**config.mk**
```make
export PLATFORM = sky130hd
export DESIGN_NAME = timebase_ctrl
export DESIGN_NICKNAME = d
export VERILOG_FILES = /design/src/rtl/timebase_ctrl_pkg.sv /design/src/rtl/timebase_ctrl_key_debounce.sv /design/src/rtl/timebase_ctrl.sv
export SDC_FILE = /design/constraint.sdc
export NUM_CORES = 1
export LEC_CHECK = 0
export ABC_AREA = 1
export ABC_CLOCK_PERIOD_IN_PS = 7950
export BUFFER_PORTS_ARGS = -buffer_cell sky130_fd_sc_hd__buf_2
export CAP_MARGIN = 10
export CORE_ASPECT_RATIO = 2
export CORE_MARGIN = 2
export CORE_UTILIZATION = 50
export CTS_BUF_LIST = sky130_fd_sc_hd__clkbuf_4
export CTS_CLUSTER_DIAMETER = 50
export CTS_CLUSTER_SIZE = 25
export DETAILED_ROUTE_END_ITERATION = 10
export GPL_TIMING_DRIVEN = 0
export PLACE_DENSITY = 0.68
export SYNTH_ARGS = -nofsm -noshare
export SYNTH_HDL_FRONTEND = slang
export SYNTH_SLANG_ARGS = --single-unit
```
**constraint.sdc**
```tcl
create_clock -name CLK -period 7.95 [get_ports CLK]
set_clock_uncertainty 0.05 [all_clocks]
set_input_delay 1.59 -clock CLK [delete_from_list [all_inputs] [get_ports CLK]]
set_output_delay 1.59 -clock CLK [all_outputs]
set_load 0.02 [all_outputs]
```
**src/rtl/timebase_ctrl_pkg.sv**
```systemverilog
// Shared definitions for the timebase front end: default divider and
// debounce lengths, plus the RUN/PAUSED state encoding.
package timebase_ctrl_pkg;

  // 1 Hz from the 50 MHz board clock, and 20 ms of debounce at 50 MHz.
  localparam int DIV_1HZ = 50_000_000;
  localparam int DB_20MS = 1_000_000;

  typedef enum logic {
    ST_PAUSED = 1'b0,
    ST_RUN    = 1'b1
  } run_state_e;

endpackage

```
**src/rtl/timebase_ctrl_key_debounce.sv**
```systemverilog
// Synchronizer, debouncer and press-pulse generator for one active-low key.
// Ports: clk, rst (async, active-high), key_n (raw key), press (1-cycle).
module key_debounce
  import timebase_ctrl_pkg::*;
#(
  parameter int DB_CYCLES = DB_20MS,
  parameter int DB_W      = 20
) (
  input  logic clk,
  input  logic rst,
  input  logic key_n,
  output logic press
);

  localparam logic [DB_W-1:0] DB_LAST = DB_W'(DB_CYCLES - 1);

  logic            sync1;
  logic            sync2;
  logic            level;
  logic [DB_W-1:0] cnt;

  always_ff @(posedge clk or posedge rst) begin
    if (rst) begin
      sync1 <= 1'b1;
      sync2 <= 1'b1;
      level <= 1'b1;
      cnt   <= '0;
      press <= 1'b0;
    end else begin
      sync1 <= key_n;
      sync2 <= sync1;
      press <= 1'b0;
      if (sync2 == level) begin
        cnt <= '0;
      end else if (cnt == DB_LAST) begin
        // Accept the new level; a press is the accepted 1->0 change,
        // so press rises together with the low level.
        level <= sync2;
        cnt   <= '0;
        press <= ~sync2;
      end else begin
        cnt <= cnt + 1'b1;
      end
    end
  end

endmodule

```
**src/rtl/timebase_ctrl.sv**
```systemverilog
// Timing front end: 1 Hz tick prescaler gated by a RUN/PAUSED FSM.
// Ports: CLK, RST (async, active-high), key_n[1:0] (raw, active-low:
// [0]=clear, [1]=run/pause), tick, clr_pulse, running, paused.
module timebase_ctrl
  import timebase_ctrl_pkg::*;
#(
  parameter int DIV       = DIV_1HZ,
  parameter int DIV_W     = 26,
  parameter int DB_CYCLES = DB_20MS,
  parameter int DB_W      = 20
) (
  input  logic       CLK,
  input  logic       RST,
  input  logic [1:0] key_n,
  output logic       tick,
  output logic       clr_pulse,
  output logic       running,
  output logic       paused
);

  localparam logic [DIV_W-1:0] DIV_LAST = DIV_W'(DIV - 1);

  logic [1:0]       press;
  run_state_e       state;
  run_state_e       state_nxt;
  logic [DIV_W-1:0] cnt;
  logic [DIV_W-1:0] cnt_nxt;
  logic             tick_nxt;

  for (genvar k = 0; k < 2; k++) begin : g_key
    key_debounce #(
      .DB_CYCLES(DB_CYCLES),
      .DB_W     (DB_W)
    ) u_key (
      .clk  (CLK),
      .rst  (RST),
      .key_n(key_n[k]),
      .press(press[k])
    );
  end

  assign clr_pulse = press[0];
  assign running   = (state == ST_RUN);

  always_comb begin
    state_nxt = state;
    if (press[1]) begin
      unique case (state)
        ST_RUN:    state_nxt = ST_PAUSED;
        ST_PAUSED: state_nxt = ST_RUN;
        default:   state_nxt = ST_RUN;
      endcase
    end
  end

  // Clear wins over the terminal count, so a tick coinciding
  // with a clear is dropped and the count restarts from 0.
  always_comb begin
    cnt_nxt  = cnt;
    tick_nxt = 1'b0;
    if (press[0]) begin
      cnt_nxt = '0;
    end else if (state == ST_RUN) begin
      if (cnt == DIV_LAST) begin
        cnt_nxt  = '0;
        tick_nxt = 1'b1;
      end else begin
        cnt_nxt = cnt + 1'b1;
      end
    end
  end

  always_ff @(posedge CLK or posedge RST) begin
    if (RST) begin
      state  <= ST_RUN;
      paused <= 1'b0;
      cnt    <= '0;
      tick   <= 1'b0;
    end else begin
      state  <= state_nxt;
      paused <= (state_nxt == ST_PAUSED);
      cnt    <= cnt_nxt;
      tick   <= tick_nxt;
    end
  end

endmodule

```
* After elaboration in Yosys (flattened, before gate mapping) *
Cells that the tools add are included.

cells by class
  mux-type cells = 16
  bitwise gates (word level) = 6
  reduce and logical (&&, ||, !) cells = 3
  add/sub/neg operators = 3
  eq/ne operators = 5

operators with widths
  kind                                           number
  two-way mux 20 bit                             4
  two-way mux 26 bit                             3
  adder 20 x 1 -> 20 bit, second input constant  2
  == test 20 bit, second input constant          2
  adder 26 x 1 -> 26 bit, second input constant  1
  == test 26 bit, second input constant          1
  two-way mux 1 bit                              8
  inverter 1 bit                                 6
  AND reduction 2 bit                            2
  == test 1 bit                                  2
  one-hot mux 1 bit (2 select lines)             1
  nonzero test 2 bit                             1

word-level totals
  output and inout port bits = 4
  flip-flop bits (word level) = 77
  word-level logic and storage cells = 47

* Depth between registers and ports, before layout *
Gate-level depths: netlist of the first run.

  word-level depth = 4
  gate-level depth with buffers = 10

* By module *
Synthesis of the first run repeated with hierarchy kept, for this count alone.

unflattened totals
  cells, all modules = 595
  area total of the unflattened synthesis = 4453.0 sq um

by module, submodules not included
  module         area each (sq um)  sequential area each (sq um)  times used  cells an instance
  key_debounce   1321.3             604.3                         2           165
  timebase_ctrl  1810.5             726.9                         1           265

* Worst setup path before layout of the first run *
Ideal clock, no wire load.

  path kind = reg2out
  start = register state (netlist: running)
  end = output port running
  stages on the path, launching flop included = 1
  slack = 5.700 ns
  arrival = 0.610 ns
  data required time = 6.310 ns
  path through = dfstp_2

RTL lines
  item                    RTL line             RTL
  from (decl)             timebase_ctrl.sv:24  run_state_e state;
  from (signal assigned)  timebase_ctrl.sv:80  state <= state_nxt;
  to (decl)               timebase_ctrl.sv:17  output logic running,

No word-level cell between the ends.

* Worst setup path after layout of the first run *
  start = register state (netlist: running)
  end = output port running

No word-level cell between the ends.

==> results of run 1 <==
## metal layers
metal	vias to the layer above	wire (µm)	GRT usage, %
met3	42	217	3.94
met4	0	691	15.6
li1	1866	-	-
met1	1727	3580	22.6
met5	-	0	0
met2	80	5330	41.1
## worst reg2reg max path, stage by stage, from the launching register on
cell     delay, ns
dfrtp_1       0.45
ha_1          0.23
nand3_1       0.14
nor3_2        0.24
nand3_1       0.23
nand2_2       0.25
inv_1         0.13
nand2_1       0.07
nor2_1        0.04
## final timing paths
check                                      start                      to  slack (ns)  cells after the start
hold reg to reg             g_key[0].u_key.sync1    g_key[0].u_key.sync2        0.31                      0
hold / removal              g_key[0].u_key.sync1    g_key[0].u_key.sync2        0.31                      0
setup reg to reg           g_key[1].u_key.cnt[0]  g_key[1].u_key.cnt[17]        6.02                      8
min in group asynchronous                    RST  g_key[1].u_key.cnt[18]        1.04                      2
setup / recovery                         running                 running        5.06                      1
max in group asynchronous                    RST    g_key[0].u_key.sync2        6.22                      3
## per-stage QoR
step	util (%)	setup slack, ns	total power, mW	cells	cell area (µm²)
final	55.1	5.06	0.713	712	4700
after global routing	55.1	4.99	0.745	712	4700
after CTS	55.1	5.01	0.729	711	4700
after detailed placement	53.0	5.52	0.427	695	4520
after global placement	52.6	3.39	0.424	694	4490
after floorplan	-	4.35	0.419	587	4330
## final cells by class
class / instances / share of cell area (%)
Sequential cell: 77 / 41.2
Multi-Input combinational cell: 431 / 44.2
Timing Repair Buffer: 8 / 1.33
Clock inverter: 7 / 2.42
Clock buffer: 9 / 1.44
Inverter: 76 / 6.12
Buffer: 3 / 0.638
Antenna cell: 1 / 0.0532
Tap cell: 100 / 2.66
## cells by family (layout without fill, tap and decap cells)
| kind of cell | after synthesis | in the layout | share of synthesized area [%] |
|---|---|---|---|
| simple gates | 377 | 377 | 38.6 |
| buf+inv | 79 | 103 | 7.28 |
| flops | 77 | 77 | 44.7 |
| compound gates | 23 | 23 | 2.83 |
| fa+ha+maj | 3 | 3 | 0.867 |
| xor+xnor | 28 | 28 | 5.66 |
| other cells | 0 | 1 | 0 |
## cells in the final DEF, fill, tap and decap left out
cell / netlist / routed
a21o_1: 1 / 1
a21oi_1: 12 / 12
a31oi_1: 1 / 1
and2_1: 1 / 1
buf_12: 1 / 1
buf_16: 0 / 1
buf_2: 2 / 9
bufinv_16: 0 / 3
clkbuf_4: 0 / 9
clkinv_1: 0 / 2
clkinv_4: 0 / 1
clkinvlp_4: 0 / 1
dfrtp_1: 70 / 70
dfstp_2: 7 / 7
diode_2: 0 / 1
ha_1: 3 / 3
inv_1: 76 / 75
inv_4: 0 / 1
nand2_1: 141 / 141
nand2_2: 8 / 8
nand2_4: 1 / 1
nand3_1: 43 / 43
nand3_2: 1 / 1
nand3b_1: 5 / 5
nand4_1: 11 / 11
nor2_1: 123 / 123
nor2_2: 17 / 17
nor2_4: 3 / 3
nor3_1: 16 / 16
nor3_2: 4 / 4
nor3b_1: 3 / 3
o21ai_0: 8 / 8
o221ai_1: 1 / 1
xnor2_1: 7 / 7
xor2_1: 21 / 21
## where the power goes
group          leakage, nW  internal, mW  switching (mW)  total (mW)
registers             1.04         0.396         0.00284       0.399
clock network       0.0912         0.158           0.137       0.295
logic                0.902       0.00498          0.0144      0.0193
total                 2.03         0.558           0.155       0.713
## flip-flops by register name (all words and copies together), names as in the netlist
signal / count
g_key.u_key.sync1: 2
running: 1
g_key.u_key.level: 2
tick: 1
cnt: 26
g_key.u_key.press: 2
paused: 1
g_key.u_key.cnt: 40
g_key.u_key.sync2: 2
==> summary.md, run 1 <==
| Metric | Value |
|---|---|
| Area grow syn2layout | 8.64% |
| Crit path max-delay family | flip-flops |
| H-tree Lvls | 3 |
| DR WL/cell | 13.8 µm |
| Arrival @ worst endpoint | 1.25 ns |
| Register area | 1940 µm² |
| GRT Total Usage | 22.5% |
| Initial antenna violation count | 1 |
| Layout cells sized above 1 | 11.0% |
| Fin. max-slew vios | 0 |
| Post-synth EDFFs | 0 |
| DRC | 0 |
| Power per cell area | 152 nW/µm² |
| CP endpoint kind | primary output |
| Synth cell count leaders | 141 x nand2_1, 123 x nor2_1, 76 x inv_1 |
| Worst Path Required | 6.31 ns |
| Most common cell in the netlist | nand2_1 |
| Buf/Inv on CP | 1 |
| Ys async rst share | 100% |
| Die W | 69.8 µm |
| TritonCTS Sinks | 77 |
| # IOs | 8 |
| WS Path Type | register to primary output |
| MaxCap Viol Count | 0 |
| CP startpoint kind | register |
| Routed vias/inst | 5.22 |
| Die Ht | 136 µm |
| Post-synthesis sequential area ratio | 44.7% |
| Synth Warn # | 0 |
| Status | completed |
| Synth unique cells | 27 |
| CP Cell Sequence | buf_2 |
| Clk buf depth | 2 |
| Clock-pin slew on the worst setup and hold paths | 0.12 ns |
| Main synth FF type | dfrtp_1 |
| Core ar. | 8530 µm² |
| Cell Area, Synth | 4330 µm² |
| Area contributors post-synth | dfrtp_1 40%, nand2_1 12%, nor2_1 11%, inv_1 6.6%, nand3_1 5.0% |
| Cells after Synth | 587 |
| FILL cells | 804 |
| Vias | 3715 |
| Inserted Clock Buffers | 9 |
| GRT overflow | 0 |
| DRT Pass-1 Iters | 4 |
| Die Area | 9460 µm² |
| Maximum clock rate | 346 MHz |
| Clk_lat worst skew | 0.43 ns |
| Seq cells post-synth | 77 |
| Largest net degree at the start of global routing | 60 |
| Initial core utilization | 50.8% |
| Final Hold Fails | 0 |
| Setup Buffers After CTS | 0 |
| Slowest-stage cell, CP | dfstp_2 |
| Crit-path max FO | 6 |
| Worst hold margin | 0.315 ns |
| Fin crit share | 36.4% |
| CTS tree | done |
| Total Wirelength | 9.82 mm |
| CTS Root Cell | clkbuf_4 |
| Rows | 48 |
| Vias in the first global route | 3624 |
| Post-synthesis average cell area | 7.38 µm² |
| Unrepaired setup endpoints after global routing | false |
| Setup violations, final | 0 |
| Nets | 613 |
| Gpl congestion | 0.970 |
| Worst stage delay on the critical path | 0.63 ns |
| Resized cells post-CTS | 0 |
| Syn_nets | 594 |
| Top cell type's share of synthesized area | 40.5% |
| Multi-input logic area | 2080 µm² |
| Final min period | 2.89 ns |
| Peak VDD IR | 0.122 mV |
| Leak pwr | 2.03 nW |
| Largest area contributor in the netlist | dfrtp_1 |
| Final TNS setup | 0 ns |
| IO buf count | 7 |
| Rel. slew slack | 62.0% |
| Drt initial violations | 144 |
| First-pass GRT wire length | 16.6 mm |
| DP HPWL | 7.64 mm |
| Final ANT Viol Nets | 0 |
| HP Class | register to register |
| Worst-Margin Slew | 0.568 ns |
| # hold bufs at CTS | 0 |
No activity file was read; power rests on OpenSTA's default activity.
==> run 2, diff against run 1 <==
- ABC_CLOCK_PERIOD_IN_PS: 7950 -> 2620
- PLACE_DENSITY: 0.68 -> 0.7
- clock period: 7.95 -> 2.62 ns (I/O delays scaled with it)
==> summary.md, run 2 (synthesis gave the netlist of run 1 again) <==
| Metric | Value |
|---|---|
| Clock-pin slew on the worst setup and hold paths | 0.15 ns |
| M3 GR Usage | 4.32% |
| R2R depth | 8 |
| DR WL/cell | 14.0 µm |
| GRT met1 Usage | 22.6% |
| Buf/Inv on CP | 1 |
| First-pass GRT wire length | 16.8 mm |
| Drt initial violations | 184 |
| DP HPWL | 7.75 mm |
| GRT overflow | 0 |
| Register area | 1940 µm² |
| Clock network fraction of design power | 34.8% |
| Combinational Power Share | 3.1% |
| IO buf count | 7 |
| Initial core utilization | 50.8% |
| Final cell count without fillers | 713 |
| Placed cell count | 695 |
| WS Path Type | register to primary output |
| Routed vias/inst | 5.18 |
| Fin. max-slew vios | 0 |
| Global route hottest layer | met2 |
| Gpl congestion | 0.957 |
| Dpl ws | 0.770 ns |
| CP startpoint kind | register |
| Peak VDD IR | 0.290 mV |
| Worst stage delay on the critical path | 0.65 ns |
| H-tree Lvls | 3 |
| Vias | 3695 |
| Share of power burned in registers | 62.1% |
| Arrival @ worst endpoint | 1.30 ns |
| MaxCap Viol Count | 0 |
| Most flop-heavy register | g_key.u_key.cnt |
| Die Ht | 136 µm |
| Sw Share | 27.0% |
| Rel. slew slack | 63.5% |
| Psw | 0.526 mW |
| Total Wirelength | 9.99 mm |
| DRC | 0 |
| Internal | 1.42 mW |
| FILL cells | 835 |
| Area grow syn2layout | 7.60% |
| Slowest-stage cell, CP | dfstp_2 |
| Final TNS setup | 0 ns |
| DRT Pass-1 Iters | 5 |
| Reg2reg setup slack | 0.76 ns |
| Rows | 48 |
| Hold endpoint | g_key[1].u_key.sync1 |
| Critical path depth | 1 |
| TritonCTS Sinks | 77 |
| Final min period | 1.88 ns |
| Top flop regs | g_key.u_key.cnt (40), cnt (26) |
| Layout cells sized above 1 | 11.3% |
| Vias in the first global route | 3658 |
| CP endpoint kind | primary output |
| CTS tree | done |
| CP Cell Sequence | buf_2 |
| Initial antenna violation count | 1 |
| Maximum clock rate | 533 MHz |
| Clk_lat worst skew | 0.46 ns |
| Largest net degree at the start of global routing | 69 |
| Inserted Clock Buffers | 9 |
| Hold path start | key_n[1] |
| # IOs | 8 |
| HP Class | primary input to register |
| Nets | 614 |
| Worst r2r src | g_key[1].u_key.cnt[0] |
| Worst-Margin Slew | 0.545 ns |
| Final ANT Viol Nets | 0 |
| Power per cell area | 418 nW/µm² |
| Status | completed |
| Max reg flops | 40 |
| Commonest cells after routing, fill and taps aside | 141 x nand2_1, 123 x nor2_1, 75 x inv_1 |
| Fin crit share | 71.6% |
| Commonest non-fill, non-tap cell in the layout | nand2_1 |
| Final Hold Fails | 0 |
| Worst hold stages | 1 |
| Leak pwr | 2.01 nW |
| Die W | 69.8 µm |
| Multi-input logic area | 2080 µm² |
| Unrepaired setup endpoints after global routing | false |
| Crit-path max FO | 6 |
| Worst Path Required | 2.05 ns |
| Crit path max-delay family | flip-flops |
| Setup ws final | 0.744 ns |
| Setup violations, final | 0 |
| GRT Total Usage | 23.0% |
| CTS Root Cell | clkbuf_4 |
| Clk buf depth | 2 |
| Worst hold margin | 0.113 ns |
| Reg2reg end | g_key[1].u_key.cnt[17] |
| Core ar. | 8530 µm² |
| Die Area | 9460 µm² |
| M2 GR Usage | 42.8% |
run 2: cell count changes in the layout (fill, tap and decap cells not counted):
cell and change:
clkinv_4 +2, bufinv_16 -3, clkinv_1 -2, inv_6 +2, dlygate4sd3_1 +1, clkinvlp_4 +1
run 2: layout make-up:
type | count | share of cell area [%]
multi-input combinational | 431 | 44.6
sequential | 77 | 41.6
inverter | 76 | 6.18
tap | 100 | 2.69
timing repair buffer | 9 | 1.56
clock buffer | 9 | 1.45
clock inverter | 7 | 1.26
buffer | 3 | 0.645
antenna | 1 | 0.0537
run 2: metrics by stage:
step | cell area [µm²] | utilization, % | total power [mW]
after floorplan | 4330 | - | 1.27
after global placement | 4490 | 52.6 | 1.29
after detailed placement | 4520 | 53.0 | 1.29
after CTS | 4660 | 54.6 | 1.98
after global routing | 4660 | 54.6 | 2.04
final | 4660 | 54.6 | 1.95
run 2: worst max-delay path by stage:
| stage | startpoint | to | slack (ns) |
|---|---|---|---|
| floorplan | RST | cnt[0] | 0.09 |
| global placement | RST | g_key[1].u_key.cnt[0] | -0.88 |
| detailed placement | g_key[1].u_key.cnt[0] | g_key[1].u_key.cnt[17] | 0.77 |
| CTS | running | running | 0.72 |
| global route | g_key[1].u_key.cnt[0] | g_key[1].u_key.cnt[15] | 0.61 |
| finish | running | running | 0.74 |
run 2: power groups by stage:
stage | logic (mW) | registers [mW] | clock network, mW
4_1_cts | 0.0638 | 1.21 | 0.706
2_1_floorplan | 0.0398 | 1.23 | 0
3_3_place_gp | 0.0544 | 1.23 | 0
6_report | 0.0606 | 1.21 | 0.679
5_1_grt | 0.0717 | 1.21 | 0.754
3_5_place_dp | 0.0626 | 1.23 | 0
run 2: per-layer routing:
metal | vias up | part of all wire, %
li1 | 1876 | -
met1 | 1738 | 36
met2 | 50 | 56
met3 | 31 | 1.8
met4 | 0 | 5.5
met5 | - | 0
run 2: what timing repair did:
| action | CTS | global route |
|---|---|---|
| gates resized for setup | 0 | 0 |
| hold buffers | 1 | 0 |
| endpoints found under the hold margin | 9 | 0 |
| buffers inserted | 0 | 0 |
==> run 3, diff against run 2 <==
- ABC_CLOCK_PERIOD_IN_PS: 2620 -> 1900
- PLACE_DENSITY: 0.7 -> 0.68
- clock period: 2.62 -> 1.9 ns (I/O delays scaled with it)
==> summary.md, run 3 (synthesis gave the netlist of run 1 again) <==
| Metric | Value |
|---|---|
| Initial antenna violation count | 1 |
| Status | completed |
| Rows | 48 |
| M3 GR Usage | 3.87% |
| Gpl congestion | 0.916 |
| Clock-pin slew on the worst setup and hold paths | 0.13 ns |
| DR WL/cell | 13.8 µm |
| Final core utilization | 56.2% |
| IO buf count | 7 |
| DP HPWL | 7.68 mm |
| CP endpoint kind | register |
| Arrival @ worst endpoint | 2.02 ns |
| GRT Total Usage | 22.2% |
| Unrepaired setup endpoints after global routing | false |
| Routed vias/inst | 5.25 |
| Final Hold Fails | 0 |
| Worst stage delay on the critical path | 0.40 ns |
| Largest net degree at the start of global routing | 44 |
| Die Ht | 136 µm |
| Clk buf depth | 2 |
| First-pass GRT wire length | 16.4 mm |
| Initial core utilization | 50.8% |
| Most flop-heavy register | g_key.u_key.cnt |
| Vias | 3752 |
| Final TNS setup | 0 ns |
| CTS tree | done |
| Total Wirelength | 9.89 mm |
| Max reg flops | 40 |
| Peak VDD IR | 0.590 mV |
| WS Path Type | register to register |
| Layout cells sized above 1 | 11.9% |
| Top flop regs | g_key.u_key.cnt (40), cnt (26) |
| Die W | 69.8 µm |
| Inserted Clock Buffers | 9 |
| Global route hottest layer | met2 |
| CP startpoint kind | register |
| FILL cells | 824 |
| DRC | 0 |
| Rel. slew slack | 45.4% |
| Fin crit share | 92.2% |
| Leak pwr | 2.08 nW |
| H-tree Lvls | 3 |
| # IOs | 8 |
| Worst Path Required | 2.17 ns |
| Fin. max-slew vios | 0 |
| Setup violations, final | 0 |
| GRT overflow | 0 |
| Slowest-stage cell, CP | dfrtp_1 |
| Final ANT Viol Nets | 0 |
| HP Class | primary input to asynchronous set/reset pin |
| Final min period | 1.75 ns |
| M2 GR Usage | 39.8% |
| MaxCap Viol Count | 0 |
| TritonCTS Sinks | 77 |
| Power per cell area | 652 nW/µm² |
| Commonest cells after routing, fill and taps aside | 140 x nand2_1, 122 x nor2_1, 75 x inv_1 |
| Maximum clock rate | 571 MHz |
| CP Cell Sequence | ha_1 -> nand2_2 -> nor2_4 -> nand2_2 -> nor2_2 -> nand3_2 -> nand2_4 -> buf_12 -> nor2_2 |
| Vias in the first global route | 3565 |
| Die Area | 9460 µm² |
| Total power | 3.12 mW |
| CTS Root Cell | clkbuf_4 |
| Drt initial violations | 298 |
| Core ar. | 8530 µm² |
| GRT met1 Usage | 23.1% |
| DRT Pass-1 Iters | 6 |
| Crit-path max FO | 10 |
| Nets | 617 |
| Commonest non-fill, non-tap cell in the layout | nand2_1 |
| Worst hold margin | 0.0305 ns |
| Area grow syn2layout | 10.7% |
| Clk_lat worst skew | 0.43 ns |
| Worst-Margin Slew | 0.817 ns |
run 3: changes by cell type in the layout (fill, tap and decap cells not counted), sizes merged:
cell,delta
bufinv,+4
inv,-3
clkbuf,+2
clkinv,-2
buf,+1
clkinvlp,-1
dlygate4sd3,+1
run 3: power by group:
| part | switching, mW | internal [mW] |
|---|---|---|
| clock network | 0.568 | 0.803 |
| registers | 0.0116 | 1.66 |
| logic | 0.0617 | 0.0228 |
| total | 0.641 | 2.48 |
run 3: area by class of cell:
type | instances | area, µm² | share of cell area, %
inverter | 76 | 289 | 6.03
buffer | 3 | 32.5 | 0.679
multi-input combinational | 431 | 2100 | 43.9
sequential | 77 | 1940 | 40.4
clock inverter | 5 | 124 | 2.58
antenna | 1 | 2.50 | 0.0522
clock buffer | 10 | 75.1 | 1.57
timing repair buffer | 12 | 103 | 2.14
tap | 100 | 125 | 2.61
run 3: worst paths after layout:
check / slack (ns) / cells after the start / startpoint / endpoint
max in group asynchronous: 1.03 / 3 / RST / running
worst min register to register: 0.31 / 0 / g_key[0].u_key.sync1 / g_key[0].u_key.sync2
worst max-delay path: 0.15 / 9 / cnt[0] / cnt[7]
worst max register to register: 0.15 / 9 / cnt[0] / cnt[7]
min in group CLK: 0.31 / 0 / g_key[0].u_key.sync1 / g_key[0].u_key.sync2
worst min-delay path: 0.03 / 2 / RST / g_key[0].u_key.cnt[16]
run 3: worst max-delay path: cells and delay by family (launching register included):
family                     cells  cell delay (ns)
buffers and inverters          1             0.16
adders and majority gates      1             0.20
and+or+nand+nor                7             0.83
DFF                            1             0.40
run 3: timing repair:
| item | CTS | global route |
|---|---|---|
| endpoints found under the setup margin | 0 | 24 |
| gates resized for setup | 0 | 8 |
| hold buffers | 2 | 0 |
| hold endpoints to repair | 2 | 0 |
| buffers inserted | 0 | 2 |
run 3: metal layers:
| layer | share of wire (%) | wire, µm | vias to the layer above |
|---|---|---|---|
| met3 | 3.4 | 333 | 46 |
| li1 | - | - | 1875 |
| met4 | 6.6 | 651 | 0 |
| met2 | 54 | 5340 | 90 |
| met5 | 0 | 0 | - |
| met1 | 36 | 3570 | 1741 |
run 3: per-stage QoR:
stage          cells  setup WS, ns  instance area (µm²)
6_report         715         0.149                 4790
5_1_grt          715        0.0103                 4790
4_1_cts          712        0.0239                 4730
3_5_place_dp     695        0.0403                 4510
3_3_place_gp     694        0.0294                 4490
2_1_floorplan    587         0.375                 4330
